<file path="src/rtl/multi_channel_pulsifier.sv">
// multi_channel_pulsifier
//
// Turns level changes on channel_count independent, already-synchronous inputs
// into registered pulses lasting pulse_duration clock cycles.
//
// Parameters:
//   channel_count  - number of independent channels (>= 1)
//   pulse_duration - pulse length in clock cycles (>= 1)
//   edge_mode      - 0 = rising, 1 = falling, 2 = both edges trigger
//   retrigger      - 0 = edges during a pulse are dropped (flagged on overrun),
//                    1 = an edge reloads the pulse to its full length
//
// Ports:
//   clock            - system clock, rising edge
//   reset            - synchronous, active-high reset
//   enable           - per-channel enable; low suppresses new triggers
//   original_signal  - level inputs
//   pulsified_signal - registered pulse outputs
//   busy             - channel counter non-zero (same as pulsified_signal)
//   overrun          - one-cycle strobe: a trigger edge was dropped
module multi_channel_pulsifier #(
    parameter int unsigned channel_count  = 4,
    parameter int unsigned pulse_duration = 1,
    parameter int unsigned edge_mode      = 0,
    parameter int unsigned retrigger      = 0
) (
    input  logic                     clock,
    input  logic                     reset,
    input  logic [channel_count-1:0] enable,
    input  logic [channel_count-1:0] original_signal,
    output logic [channel_count-1:0] pulsified_signal,
    output logic [channel_count-1:0] busy,
    output logic [channel_count-1:0] overrun
);

    // Kept at least one bit wide so an illegal pulse_duration reaches the
    // parameter check below instead of failing on a zero-width vector.
    localparam int unsigned CountWidth =
        (pulse_duration < 2) ? 1 : $clog2(pulse_duration + 1);
    localparam logic [CountWidth-1:0] Reload = CountWidth'(pulse_duration);
    localparam logic [CountWidth-1:0] One    = CountWidth'(1);

    if (channel_count < 1 || pulse_duration < 1 || edge_mode > 2) begin : g_bad_params
        $error("multi_channel_pulsifier: illegal parameter combination");
    end

    logic [channel_count-1:0] prev_q;
    logic [channel_count-1:0] rise;
    logic [channel_count-1:0] fall;
    logic [channel_count-1:0] trig;

    always_comb begin
        rise = original_signal & ~prev_q;
        fall = ~original_signal & prev_q;
        case (edge_mode)
            0:       trig = rise & enable;
            1:       trig = fall & enable;
            default: trig = (rise | fall) & enable;
        endcase
    end

    // prev tracks the input regardless of enable so re-enabling a channel
    // whose input is already high cannot look like an edge. Loading it during
    // reset suppresses a pulse for inputs that are high at reset release.
    always_ff @(posedge clock) begin
        prev_q <= original_signal;
    end

    for (genvar i = 0; i < int'(channel_count); i++) begin : g_chan
        logic [CountWidth-1:0] count_q;
        logic                  overrun_q;

        always_ff @(posedge clock) begin
            if (reset) begin
                count_q   <= '0;
                overrun_q <= 1'b0;
            end else begin
                overrun_q <= 1'b0;
                if (trig[i]) begin
                    // A trigger in the final pulse cycle is accepted even
                    // without retrigger so back-to-back pulses have no gap.
                    if (count_q == '0 || retrigger != 0 || count_q == One) begin
                        count_q <= Reload;
                    end else begin
                        count_q   <= count_q - One;
                        overrun_q <= 1'b1;
                    end
                end else if (count_q != '0) begin
                    count_q <= count_q - One;
                end
            end
        end

        assign pulsified_signal[i] = (count_q != '0);
        assign overrun[i]          = overrun_q;
    end

    assign busy = pulsified_signal;

endmodule

</file>
<file path="config.mk">
export PLATFORM = sky130hd
export DESIGN_NAME = multi_channel_pulsifier
export DESIGN_NICKNAME = d
export VERILOG_FILES = /design/src/rtl/multi_channel_pulsifier.sv
export SDC_FILE = /design/constraint.sdc
export NUM_CORES = 1
export LEC_CHECK = 0
export CORE_AREA = 2 2 39 41
export CTS_BUF_LIST = sky130_fd_sc_hd__clkbuf_4 sky130_fd_sc_hd__clkbuf_8 sky130_fd_sc_hd__clkbuf_16
export CTS_CLUSTER_SIZE = 30
export DETAILED_ROUTE_END_ITERATION = 10
export DIE_AREA = 0 0 41 43
export PLACE_DENSITY = 0.61
export SYNTH_ARGS = -nofsm -noshare
export SYNTH_HDL_FRONTEND = slang
export SYNTH_SLANG_ARGS = --single-unit
</file>
<file path="constraint.sdc">
create_clock -name clock -period 1.6 [get_ports clock]
set_input_delay 0.16 -clock clock [delete_from_list [all_inputs] [get_ports clock]]
set_output_delay 0.16 -clock clock [all_outputs]
set_load 0.01 [all_outputs]
</file>
==> flow_summary.yaml <==
global_route:
  grt_max_degree: 5
  grt_pass1_wl_um: 627
  grt_usage: 0.0614
  grt_pass1_vias: 158
  grt_overflow: 0
  antenna_found_initial: 0
timing:
  tns_ps: 0
  final-max-slew-violation-count: 0
  fin_crit_sh: 0.790
  setup_viol: 0
  hold_viol: 0
  clock_skew_ps: 0.0376
  min_period_ps: 1260
  rsz0062_at_grt: "false"
  max_freq_mhz: 792
synthesis:
  syn_area_um2: 304
  synth_warnings: 0
  syn_inst: 25
  yosysSeqAreaShare: 0.527
  ys_types: 4
  syn_area_per_cell_um2: 12.2
  synth_seq_cells: 8
worst_hold_path:
  whs_path_depth: 1
  min_from: "original_signal[0]"
  min_path_type: "input pin to flip-flop"
critical_path:
  cp.arrival_ps: 1100
  endpoint_kind: "output pin"
  critPathLaunch: "g_chan[0].count_q$_SDFF_PP0_"
  criticalPathCategory: "flip-flop to output pin"
  r2r_start: "prev_q[0]$_DFF_P_"
  cpPeakStageDelay_ps: 530
  cp_num_buf_inv: 1
  worstSetupStartpointType: "flip-flop"
  crit_family: "buffers and inverters"
  crit_chain: "clkdlybuf4s50_1"
  critPathRequiredTime_ps: 1440
  cp_max_fo: 2
  cp.depth: 1
  crit_slowest_cell: "clkdlybuf4s50_1"
  reg2reg_depth: 1
finish:
  layout_commonest_cell: "clkdlybuf4s50_1"
  final_cell_mix: "clkdlybuf4s50_1 (17), dfxtp_1 (8), and4bb_2 (4), conb_1 (4), clkbuf_4 (3)"
  stdcell_count: 52
  nNetsFinal: 48
  syn_to_final_growth_pct: 44.0
  antenna_cells: 0
  final_util: 0.316
  drive_above_1_share: 0.194
route:
  vias: 171
  first_pass_iters: 2
  via_per_inst: 3.29
  drc: 0
  initialDrtViolationCount: 1
  antenna_left: 0
  wl_per_cell_um: 8.48
  routed_wl_um: 441
clocking:
  ctsHoldBuffers: 0
  clkSinkCount: 8
  clk_latency_ps: 250
  htreeDepth: 1
  cts_root_buf: "clkbuf_4"
  tritoncts: "built"
  path_clk_slew_ps: 60
  cts_made_buffers: 3
  cts_setup_buffers: 0
  post_cts_resized: 0
  clockBufferDepth: 2
place:
  io_buffers: 17
  finalWeightedCongestion: 0.549
  dp.cells: 49
run_status:
  outcome: "complete, no violations"
floorplan:
  io_pins: 22
  coreArea_mm2: 0.00138
  die_h_um: 43
  die_x_um: 41
  die_area_mm2: 0.00176
  initial_core_util: 0.220
  rows: 14
power:
  p_per_area_mw_per_mm2: 935
  p_leak_nw: 0.171
  ir_worst_vdd_mv: 0.285
flow_run:
  drv_cap: 0
state kept, by name, summed over array words and instances, names as in the netlist:
| name | cells |
|---|---|
| prev_q | 4 |
| g_chan.count_q | 4 |
report_power, final:
part           internal (mW)  total, mW  switching, mW
Sequential             0.207      0.209        0.00199
Clock                 0.0859      0.155         0.0691
Combinational         0.0317     0.0451         0.0134
worst paths after layout:
path,slack [ps],end
worst max register to register,980,g_chan[0].count_q$_SDFF_PP0_
worst min-delay path,390,prev_q[0]$_DFF_P_
worst max-delay path,340,pulsified_signal[0]
worst min register to register,550,g_chan[1].count_q$_SDFF_PP0_
stage by stage:
stage	power, mW	instance area [um^2]	hold WS [ps]	worst slack (ps)
final	0.409	438	386	337
after global routing	0.425	438	400	296
after CTS	0.415	438	384	320
after detailed placement	0.259	415	543	560
after global placement	0.259	415	538	575
after floorplan	0.239	315	188	1010
synth_stat cells (all sizes together):
| cell type | n | area [um^2] |
|---|---|---|
| buf | 12 | 90.1 |
| dfxtp | 8 | 160 |
| and4bb | 4 | 50.1 |
| conb | 1 | 3.75 |
cell families (layout without fill, tap and decap cells):
| family | after synthesis | in the layout | synth area share |
|---|---|---|---|
| AND/OR/NAND/NOR | 4 | 4 | 0.165 |
| buffers and inverters | 12 | 20 | 0.296 |
| other | 1 | 4 | 0.0123 |
| flip-flops | 8 | 8 | 0.527 |
final cells by class:
cell class / instances / area, um^2
clock buffer: 3 / 22.5
fill: 154 / 946
tap: 16 / 20.0
multi-input combinational: 8 / 65.1
timing repair buffer: 17 / 170
sequential: 8 / 160
routing by layer:
metal / track usage / part of all wire
met3: 0.0314 / 0.12
met2: 0.0781 / 0.49
met5: 0 / 0
met4: 0.0800 / 0
met1: 0.0583 / 0.39
Power figures use the tool's default switching activity.
